==> config.mk <==
export PLATFORM = sky130hd
export DESIGN_NAME = cva6_cfg_reporter
export DESIGN_NICKNAME = d
export VERILOG_FILES = /design/src/rtl/cva6_cfg_reporter_pkg.sv /design/src/rtl/cva6_cfg_reporter.sv
export SDC_FILE = /design/constraint.sdc
export NUM_CORES = 1
export LEC_CHECK = 0
export ABC_AREA = 0
export CAP_MARGIN = 30
export CORE_ASPECT_RATIO = 1.2
export CORE_MARGIN = 8
export CORE_UTILIZATION = 25
export CTS_CLUSTER_DIAMETER = 40
export DETAILED_ROUTE_END_ITERATION = 12
export PLACE_DENSITY = 0.44
export SLEW_MARGIN = 10
export SYNTH_ARGS = -nofsm -noshare
export SYNTH_HDL_FRONTEND = slang
export SYNTH_SLANG_ARGS = --single-unit
==> constraint.sdc <==
create_clock -name clk_i -period 3.05 [get_ports clk_i]
set_clock_uncertainty 0.2 [all_clocks]
set_input_delay 0.915 -clock clk_i [delete_from_list [all_inputs] [get_ports clk_i]]
set_output_delay 0.915 -clock clk_i [all_outputs]
set_load 0.02 [all_outputs]
==> src/rtl/cva6_cfg_reporter_pkg.sv <==
// Shared definitions for the build-configuration reporter: word map, FSM
// encoding, parameter bundle and the constant word/checksum function.
package cva6_cfg_reporter_pkg;

  localparam int unsigned NUM_WORDS = 18;
  localparam logic [31:0] MAGIC     = 32'h4356_4136;

  localparam logic [4:0] W_MAGIC     = 5'd0;
  localparam logic [4:0] W_XLEN      = 5'd1;
  localparam logic [4:0] W_FEAT      = 5'd2;
  localparam logic [4:0] W_USER      = 5'd3;
  localparam logic [4:0] W_IC_ASSOC  = 5'd4;
  localparam logic [4:0] W_IC_LINES  = 5'd5;
  localparam logic [4:0] W_IC_LINE_W = 5'd6;
  localparam logic [4:0] W_DC_ASSOC  = 5'd7;
  localparam logic [4:0] W_DC_LINES  = 5'd8;
  localparam logic [4:0] W_DC_LINE_W = 5'd9;
  localparam logic [4:0] W_COMMIT    = 5'd10;
  localparam logic [4:0] W_PIPE      = 5'd11;
  localparam logic [4:0] W_TLB       = 5'd12;
  localparam logic [4:0] W_RAS       = 5'd13;
  localparam logic [4:0] W_BTB       = 5'd14;
  localparam logic [4:0] W_BHT       = 5'd15;
  localparam logic [4:0] W_PMP       = 5'd16;
  localparam logic [4:0] W_CSUM      = 5'd17;

  typedef enum logic [1:0] {
    ST_IDLE   = 2'd0,
    ST_SINGLE = 2'd1,
    ST_DUMP   = 2'd2
  } state_t;

  typedef struct packed {
    int unsigned xlen;
    int unsigned fpu_en;
    int unsigned f16_en;
    int unsigned f16alt_en;
    int unsigned f8_en;
    int unsigned fvec_en;
    int unsigned cvxif_en;
    int unsigned c_en;
    int unsigned a_en;
    int unsigned h_en;
    int unsigned fetch_user_en;
    int unsigned data_user_en;
    int unsigned rename_en;
    int unsigned fpga_en;
    int unsigned fetch_user_w;
    int unsigned data_user_w;
    int unsigned ic_assoc;
    int unsigned ic_lines;
    int unsigned ic_line_w;
    int unsigned dc_assoc;
    int unsigned dc_lines;
    int unsigned dc_line_w;
    int unsigned nr_commit;
    int unsigned nr_sb;
    int unsigned load_pipe;
    int unsigned store_pipe;
    int unsigned itlb;
    int unsigned dtlb;
    int unsigned ras;
    int unsigned btb;
    int unsigned bht;
    int unsigned pmp;
  } cfg_params_t;

  // Words 0..16 straight from the parameter fields; anything else reads 0.
  function automatic logic [31:0] raw_word(input logic [4:0] idx, input cfg_params_t p);
    logic [31:0] w;
    w = '0;
    case (idx)
      W_MAGIC:     w = MAGIC;
      W_XLEN:      w = p.xlen;
      W_FEAT:      w = {19'd0, p.fpga_en[0], p.rename_en[0], p.data_user_en[0],
                        p.fetch_user_en[0], p.h_en[0], p.a_en[0], p.c_en[0],
                        p.cvxif_en[0], p.fvec_en[0], p.f8_en[0], p.f16alt_en[0],
                        p.f16_en[0], p.fpu_en[0]};
      W_USER:      w = {p.data_user_w[15:0], p.fetch_user_w[15:0]};
      W_IC_ASSOC:  w = p.ic_assoc;
      W_IC_LINES:  w = p.ic_lines;
      W_IC_LINE_W: w = p.ic_line_w;
      W_DC_ASSOC:  w = p.dc_assoc;
      W_DC_LINES:  w = p.dc_lines;
      W_DC_LINE_W: w = p.dc_line_w;
      W_COMMIT:    w = {p.nr_sb[15:0], p.nr_commit[15:0]};
      W_PIPE:      w = {16'd0, p.store_pipe[7:0], p.load_pipe[7:0]};
      W_TLB:       w = {p.dtlb[15:0], p.itlb[15:0]};
      W_RAS:       w = p.ras;
      W_BTB:       w = p.btb;
      W_BHT:       w = p.bht;
      W_PMP:       w = p.pmp;
      default:     w = '0;
    endcase
    return w;
  endfunction

  // Full word map including the trailing XOR checksum over words 0..16.
  function automatic logic [31:0] cfg_word(input logic [4:0] idx, input cfg_params_t p);
    logic [31:0] csum;
    csum = '0;
    if (idx == W_CSUM) begin
      for (int i = 0; i < int'(W_CSUM); i++) begin
        csum = csum ^ raw_word(5'(i), p);
      end
      return csum;
    end
    return raw_word(idx, p);
  endfunction

endpackage

==> src/rtl/cva6_cfg_reporter.sv <==
// Read-only responder serving the core's elaborated build parameters one
// word at a time or as an 18-word dump ending in an XOR checksum.
module cva6_cfg_reporter
  import cva6_cfg_reporter_pkg::*;
#(
  parameter int unsigned XLEN          = 32,
  parameter int unsigned FPU_EN        = 0,
  parameter int unsigned F16_EN        = 0,
  parameter int unsigned F16ALT_EN     = 0,
  parameter int unsigned F8_EN         = 0,
  parameter int unsigned FVEC_EN       = 0,
  parameter int unsigned CVXIF_EN      = 0,
  parameter int unsigned C_EN          = 1,
  parameter int unsigned A_EN          = 1,
  parameter int unsigned H_EN          = 0,
  parameter int unsigned FETCH_USER_EN = 0,
  parameter int unsigned DATA_USER_EN  = 0,
  parameter int unsigned FETCH_USER_W  = 32,
  parameter int unsigned DATA_USER_W   = 32,
  parameter int unsigned RENAME_EN     = 0,
  parameter int unsigned FPGA_EN       = 0,
  parameter int unsigned IC_ASSOC      = 4,
  parameter int unsigned IC_LINES      = 4096,
  parameter int unsigned IC_LINE_W     = 128,
  parameter int unsigned DC_ASSOC      = 8,
  parameter int unsigned DC_LINES      = 4096,
  parameter int unsigned DC_LINE_W     = 128,
  parameter int unsigned NR_COMMIT     = 2,
  parameter int unsigned NR_SB         = 8,
  parameter int unsigned LOAD_PIPE     = 1,
  parameter int unsigned STORE_PIPE    = 0,
  parameter int unsigned ITLB          = 16,
  parameter int unsigned DTLB          = 16,
  parameter int unsigned RAS           = 2,
  parameter int unsigned BTB           = 32,
  parameter int unsigned BHT           = 128,
  parameter int unsigned PMP           = 8
) (
  input  logic        clk_i,
  input  logic        rst_ni,
  input  logic        req_valid_i,
  output logic        req_ready_o,
  input  logic [4:0]  req_addr_i,
  input  logic        req_dump_i,
  output logic        rsp_valid_o,
  input  logic        rsp_ready_i,
  output logic [31:0] rsp_data_o,
  output logic        rsp_err_o,
  output logic        rsp_last_o,
  output state_t      dbg_state_o
);

  // Handshake: a request transfers on a cycle with req_valid_i && req_ready_o,
  // a response word transfers on rsp_valid_o && rsp_ready_i. Neither side may
  // retract valid or change its payload until the transfer happens.

  localparam cfg_params_t P = '{
    xlen: XLEN, fpu_en: FPU_EN, f16_en: F16_EN, f16alt_en: F16ALT_EN,
    f8_en: F8_EN, fvec_en: FVEC_EN, cvxif_en: CVXIF_EN, c_en: C_EN,
    a_en: A_EN, h_en: H_EN, fetch_user_en: FETCH_USER_EN,
    data_user_en: DATA_USER_EN, rename_en: RENAME_EN, fpga_en: FPGA_EN,
    fetch_user_w: FETCH_USER_W, data_user_w: DATA_USER_W,
    ic_assoc: IC_ASSOC, ic_lines: IC_LINES, ic_line_w: IC_LINE_W,
    dc_assoc: DC_ASSOC, dc_lines: DC_LINES, dc_line_w: DC_LINE_W,
    nr_commit: NR_COMMIT, nr_sb: NR_SB, load_pipe: LOAD_PIPE,
    store_pipe: STORE_PIPE, itlb: ITLB, dtlb: DTLB, ras: RAS, btb: BTB,
    bht: BHT, pmp: PMP
  };

  // Any parameter wider than its field would be silently truncated in the map.
  if (FPU_EN > 1 || F16_EN > 1 || F16ALT_EN > 1 || F8_EN > 1 || FVEC_EN > 1 ||
      CVXIF_EN > 1 || C_EN > 1 || A_EN > 1 || H_EN > 1 || FETCH_USER_EN > 1 ||
      DATA_USER_EN > 1 || RENAME_EN > 1 || FPGA_EN > 1 ||
      FETCH_USER_W > 16'hFFFF || DATA_USER_W > 16'hFFFF ||
      NR_COMMIT > 16'hFFFF || NR_SB > 16'hFFFF ||
      LOAD_PIPE > 8'hFF || STORE_PIPE > 8'hFF ||
      ITLB > 16'hFFFF || DTLB > 16'hFFFF) begin : g_param_overflow
    $error("cva6_cfg_reporter: a parameter overflows its configuration field");
  end

  state_t      state_q, state_d;
  logic [4:0]  cnt_q, cnt_d;
  logic [31:0] data_q, data_d;
  logic        err_q, err_d;
  logic        last_q, last_d;
  logic        valid_q, valid_d;
  logic [4:0]  cnt_inc;

  assign cnt_inc = cnt_q + 5'd1;

  always_comb begin
    state_d = state_q;
    cnt_d   = cnt_q;
    data_d  = data_q;
    err_d   = err_q;
    last_d  = last_q;
    valid_d = valid_q;
    case (state_q)
      ST_IDLE: begin
        if (req_valid_i) begin
          valid_d = 1'b1;
          if (req_dump_i) begin
            state_d = ST_DUMP;
            cnt_d   = '0;
            data_d  = cfg_word(W_MAGIC, P);
            err_d   = 1'b0;
            last_d  = 1'b0;
          end else begin
            state_d = ST_SINGLE;
            last_d  = 1'b1;
            if (req_addr_i >= 5'(NUM_WORDS)) begin
              data_d = '0;
              err_d  = 1'b1;
            end else begin
              data_d = cfg_word(req_addr_i, P);
              err_d  = 1'b0;
            end
          end
        end
      end
      ST_SINGLE: begin
        if (rsp_ready_i) begin
          state_d = ST_IDLE;
          valid_d = 1'b0;
        end
      end
      ST_DUMP: begin
        if (rsp_ready_i) begin
          if (cnt_q == W_CSUM) begin
            state_d = ST_IDLE;
            valid_d = 1'b0;
            cnt_d   = '0;
          end else begin
            cnt_d  = cnt_inc;
            data_d = cfg_word(cnt_inc, P);
            last_d = (cnt_inc == W_CSUM);
          end
        end
      end
      default: begin
        state_d = ST_IDLE;
        valid_d = 1'b0;
      end
    endcase
  end

  always_ff @(posedge clk_i or negedge rst_ni) begin
    if (!rst_ni) begin
      state_q <= ST_IDLE;
      cnt_q   <= '0;
      data_q  <= '0;
      err_q   <= 1'b0;
      last_q  <= 1'b0;
      valid_q <= 1'b0;
    end else begin
      state_q <= state_d;
      cnt_q   <= cnt_d;
      data_q  <= data_d;
      err_q   <= err_d;
      last_q  <= last_d;
      valid_q <= valid_d;
    end
  end

  assign req_ready_o = (state_q == ST_IDLE);
  assign rsp_valid_o = valid_q;
  assign rsp_data_o  = data_q;
  assign rsp_err_o   = err_q;
  assign rsp_last_o  = last_q;
  assign dbg_state_o = state_q;

endmodule

[Yosys cells after proc, flatten, opt, wreduce, memory -nomap -nowiden]
Memory sizes are Yosys's and may differ from the RTL's.
Cells that the tools add are included.
Storage, ports and cells
  register bits: 42
  memory bits (read-only): 1280
  bits of input ports: 10
  output and inout port bits: 38
  word-level logic and storage cells: 209
  memories: 2
Cells by class
  add/sub/neg operators: 1
  magnitude comparators: 1
  equal/unequal tests: 11
  mux-type cells: 150
  bitwise operators: 32
  reduce and logical (&&, ||, !) cells: 6
Memories
  (name not given): depth 32, width 20, rd ports 1, clocked after Yosys merged registers in 0, write ports 0, line cva6_cfg_reporter_pkg.sv:72  | case (idx)
  (name not given): depth 32, width 20, rd ports 1, clocked after Yosys merged registers in 0, write ports 0, line cva6_cfg_reporter_pkg.sv:72
Operators by type and width (number)
  $mux 32: 117
  $xor 32x32->32: 32
  $pmux 32 s2: 1
  $mux 5: 4
  $mux 1: 19
  $eq 5x5->1 const B: 3
  $reduce_and 4->1: 3
  $mux 2: 5
  $ne 2x2->1 const B: 5
  $pmux 5 s2: 1
  $pmux 2 s3: 1
  $add 5x1->5 const B: 1
  $ge 5x5->1 const B: 1
  $pmux 1 s3: 1
  $eq 2x1->1 const B: 1
  $eq 2x2->1 const B: 1
  $logic_not 2->1: 1
  $ne 2x1->1 const B: 1
  $pmux 1 s2: 1
  $reduce_and 2->1: 1
  $reduce_bool 2->1: 1

[Depth between registers and ports, before layout]
  word-level depth: 28
  gate-level depth with buffers: 8
  gate-level depth less buffers: 7

[Worst setup path after synthesis]
Ideal clock, no wire load.
  kind: input to register
  start: in rsp_ready_i
  end: reg data_q[6] (netlist: rsp_data_o[6])
  library setup time: 126 ps
  data arrival time: 1824 ps
  required time: 2724 ps
  path slack: 900 ps
  stages: 4
  buffers on the path: 0
  cells stage by stage: nand2_1 -> a221oi_4 -> nand2_1 -> o32a_1
On the way
  cells in the longest elaborated chain, start to end: 2
RTL lines
  start: declaration: line cva6_cfg_reporter.sv:46  | input logic rsp_ready_i,
  $ne 2x2->1 (no line)
  $reduce_and 4->1 (no line)
  end signal: assignment: line cva6_cfg_reporter.sv:158  | data_q <= data_d;
  end: declaration: line cva6_cfg_reporter.sv:83  | logic [31:0] data_q, data_d;
No other way between the ends.
A chain may end at the register's enable or synchronous reset.

[Worst setup path in the final report]
  start: reg state_q[1] (netlist: dbg_state_o[1])
  end: out req_ready_o
On the way
  cells in the longest elaborated chain, start to end: 1
RTL lines
  start: declaration: line cva6_cfg_reporter.sv:81  | state_t state_q, state_d;
  start signal: assignment: line cva6_cfg_reporter.sv:156  | state_q <= state_d;
  $logic_not 2->1: line cva6_cfg_reporter.sv:165  | assign req_ready_o = (state_q == ST_IDLE);
  end: declaration: line cva6_cfg_reporter.sv:42  | output logic req_ready_o,
No other way between the ends.

==> flow_metrics.env <==
export IMPL_synth_yosys_seq_area_share=0.283
export IMPL_ys_warnings_count=0
export IMPL_p_total_uw=2100
export IMPL_yosys_register_bits=22
export IMPL_multi_input_logic_area_um2=1180
export IMPL_worst_hold_path_ep="rsp_data_o[2]"
export IMPL_final_max_slew_violation_count=0
export IMPL_run_status="completed"
export IMPL_power_leakage_uw=0.000945
export IMPL_drc_errors=0
export IMPL_floorplan_die_area_um2=10900
export IMPL_avgSynthCellArea_um2=7.98
export IMPL_place_congestion=0.815
export IMPL_clk_transition_reported_paths_ns=0.08
export IMPL_post_cts_resize_count=0
export IMPL_die_height_um=113
export IMPL_fin_setup_tns_ns=0
export IMPL_drt_iter0_drc=81
export IMPL_first_pass_iters=4
export IMPL_grt_util_all_layers=0.106
export IMPL_netlist_area_um2=1950
export IMPL_antenna_cells_inserted=0
export IMPL_critical_path_class="flip-flop to primary output"
export IMPL_global_route_usage_met1=0.131
export IMPL_routed_wl_um=5600
export IMPL_initial_utilization=0.256
export IMPL_synth_top_flop_cell="sky130_fd_sc_hd__dfrtp_1"
export IMPL_worstHoldStart="rsp_data_o[2]"
export IMPL_synth_area_top_cells="sky130_fd_sc_hd__dfrtp_1 28%, sky130_fd_sc_hd__buf_4 8.1%, sky130_fd_sc_hd__nand2_1 4.6%"
export IMPL_fmax_mhz=369
export IMPL_synth_area_leader_cell="sky130_fd_sc_hd__dfrtp_1"
export IMPL_synth_top_cell_area_share=0.283
export IMPL_crit_arrival_ns=1.59
export IMPL_clock_tree_htree_level_count=1
export IMPL_clock_insertion_delay_worst_skew_ns=0.27
export IMPL_regToRegEndpoint="rsp_data_o[25]"
export IMPL_fin_crit_ns=2.71
export IMPL_row_count=35
export IMPL_count_of_nets_after_finishing=283
export IMPL_routed_wire_length_per_instance_um=15.7
export IMPL_dp_final_hpwl_um=4340
export IMPL_rsz_0062_raised_after_global_routing="no"
export IMPL_crit_path_start_kind="flip-flop"
export IMPL_maxCapViolCount=0
export IMPL_layout_area_seq_um2=551
export IMPL_vias_per_cell=4.92
export IMPL_fill_cells=849
export IMPL_power_per_cell_area_nw_per_um2=891
export IMPL_hold_violations=0
export IMPL_global_route_wire_length_before_repair_um=9150
export IMPL_peakVddDrop_uv=404
export IMPL_grt_busiest_layer="met2"
export IMPL_critPathMaxFanout=14
export IMPL_die_x_um=96.6
export IMPL_synthCells=244
export IMPL_cts_root_to_sink_buffers=2
export IMPL_maxSlewHeadroom=0.601
export IMPL_cts_buffers_inserted=3
export IMPL_grt_pass1_vias=1759
export IMPL_placement_io_buffers=35
export IMPL_worst_r2r_setup_slack_ns=0.57
export IMPL_post_route_cells_drive_above_1_share=0.0677
export IMPL_clockRootBuffer="sky130_fd_sc_hd__clkbuf_8"
export IMPL_post_synth_num_cell_types=54
export IMPL_min_path_type="flip-flop to flip-flop"
export IMPL_finalSetupViolCount=0
export IMPL_tightestPinTransition_ns=0.599
export IMPL_synth_enable_flop_cells=0
export IMPL_cts_setup_buffers=0
export IMPL_routing_usage_on_met2=0.175
export IMPL_min_period_over_period=0.888
export IMPL_count_of_cells_along_the_worst_register_to_register_path=6
export IMPL_drt_antenna_violating_nets=0
export IMPL_cts_tree="yes"
export IMPL_setup_worst_path_end_class="primary output"
export IMPL_hold_buffers=0
export IMPL_grt_start_max_net_pins=23
export IMPL_r2r_start="cnt_q[1]"
export IMPL_grt_antenna_before_repair=0
export IMPL_numClockSinks=22
export IMPL_grt_met3_usage=0.0180
export IMPL_fp_coreArea_um2=7620
export IMPL_area_growth_synth_to_final_pct=20.8
export IMPL_via_count=1763
export IMPL_timing_hold_worst_path_depth=1
export IMPL_critPathRequiredTime_ns=1.93
export IMPL_floorplan_io_pins=48
export IMPL_share_of_flip_flops_with_an_asynchronous_set_or_reset_after_synthesis=1.00
export IMPL_globalRouteOverflowTotal=0
[through the flow]
step | instances | area [um^2] | setup slack, ns | hold slack, ns | util
after floorplan | 255 | 1990 | 0.900 | 0.392 | -
after global placement | 354 | 2300 | 0.163 | 0.297 | 0.301
after detailed placement | 354 | 2300 | 0.132 | 0.297 | 0.301
after CTS | 358 | 2350 | 0.323 | 0.317 | 0.309
after global routing | 358 | 2350 | 0.258 | 0.348 | 0.309
final | 358 | 2350 | 0.342 | 0.309 | 0.309
[cells in the mapped netlist, types with 4 or more instances]
cell                       count
sky130_fd_sc_hd__nand2_1      24
sky130_fd_sc_hd__nor3_1       10
sky130_fd_sc_hd__ha_1          6
sky130_fd_sc_hd__buf_4        21
sky130_fd_sc_hd__inv_1         5
sky130_fd_sc_hd__dfrtp_1      22
sky130_fd_sc_hd__a31oi_1       7
sky130_fd_sc_hd__nand4_1       4
sky130_fd_sc_hd__a21oi_1       8
sky130_fd_sc_hd__o21ai_1       5
sky130_fd_sc_hd__nand2b_1      9
sky130_fd_sc_hd__o21ai_0      17
sky130_fd_sc_hd__mux2i_1       6
sky130_fd_sc_hd__clkbuf_1      6
sky130_fd_sc_hd__buf_2         9
sky130_fd_sc_hd__nand3_1       7
sky130_fd_sc_hd__nor2_1       21
sky130_fd_sc_hd__and3_1        7
[cells by family (layout without fill, tap and decap cells)]
kind of cell / count (synthesis) / after routing / share of synthesized area
xor+xnor: 6 / 6 / 0.0347
simple gates: 95 / 95 / 0.251
fa+ha+maj: 6 / 6 / 0.0386
mux: 6 / 6 / 0.0308
compound gates: 66 / 66 / 0.229
buf+inv: 42 / 53 / 0.131
other cells: 1 / 12 / 0.00193
flops: 22 / 22 / 0.283
[layout by cell type (no fill, tap or decap), types with 3 or more instances in the layout]
| master | Yosys | layout |
|---|---|---|
| sky130_fd_sc_hd__o211ai_1 | 3 | 3 |
| sky130_fd_sc_hd__clkbuf_8 | 0 | 4 |
| sky130_fd_sc_hd__o31ai_1 | 3 | 3 |
| sky130_fd_sc_hd__ha_1 | 6 | 6 |
| sky130_fd_sc_hd__clkdlybuf4s50_1 | 0 | 35 |
| sky130_fd_sc_hd__dfrtp_1 | 22 | 22 |
| sky130_fd_sc_hd__a31oi_1 | 7 | 7 |
| sky130_fd_sc_hd__nand3_1 | 7 | 7 |
| sky130_fd_sc_hd__nand4_1 | 4 | 4 |
| sky130_fd_sc_hd__o22ai_1 | 3 | 3 |
| sky130_fd_sc_hd__o21ai_1 | 5 | 5 |
| sky130_fd_sc_hd__buf_4 | 21 | 8 |
| sky130_fd_sc_hd__nor2_1 | 21 | 21 |
| sky130_fd_sc_hd__conb_1 | 1 | 12 |
| sky130_fd_sc_hd__nand2b_1 | 9 | 9 |
| sky130_fd_sc_hd__nor3_1 | 10 | 10 |
| sky130_fd_sc_hd__mux2i_1 | 6 | 6 |
| sky130_fd_sc_hd__nand2_1 | 24 | 24 |
| sky130_fd_sc_hd__a21oi_1 | 8 | 8 |
| sky130_fd_sc_hd__o21ai_0 | 17 | 17 |
| sky130_fd_sc_hd__inv_1 | 5 | 5 |
| sky130_fd_sc_hd__and3_1 | 7 | 7 |
[state kept, by name (all words and copies together) (netlist names)]
| name | flops |
|---|---|
| cnt_q | 5 |
| rsp_last_o | 1 |
| rsp_valid_o | 1 |
| dbg_state_o | 2 |
| rsp_data_o | 12 |
| rsp_err_o | 1 |
[cell type report]
type / instances / share of cell area
Sequential cell: 22 / 0.234
Timing Repair Buffer: 44 / 0.183
Inverter: 5 / 0.00798
Multi-Input combinational cell: 191 / 0.503
Clock buffer: 4 / 0.0234
Tap cell: 92 / 0.0489
[worst max-delay path: stages (launching register included)]
cell                              delay [ns]
sky130_fd_sc_hd__dfrtp_1                0.54
sky130_fd_sc_hd__nor2_1                 0.16
sky130_fd_sc_hd__clkdlybuf4s50_1        0.62
[routing by layer]
layer	share of wire	vias up
li1	-	888
met1	0.44	835
met2	0.49	32
met3	0.047	8
met4	0.015	0
met5	0	-
[power by group]
group / total [uW] / switching (uW) / internal [uW]
combinational: 1320 / 733 / 583
clock: 220 / 105 / 115
sequential: 560 / 144 / 416
total: 2100 / 982 / 1110
[worst max-delay path by stage]
stage                              start  depth (start not counted)        endpoint  slack, ns
after global placement       rsp_ready_i                          5       rsp_err_o       0.16
final                     dbg_state_o[1]                          2     req_ready_o       0.34
after CTS                 dbg_state_o[1]                          2     req_ready_o       0.32
after detailed placement     rsp_ready_i                          5       rsp_err_o       0.13
after floorplan              rsp_ready_i                          4   rsp_data_o[6]       0.90
after global routing      dbg_state_o[1]                          1  dbg_state_o[1]       0.26
(Power assumes the default switching activity.)
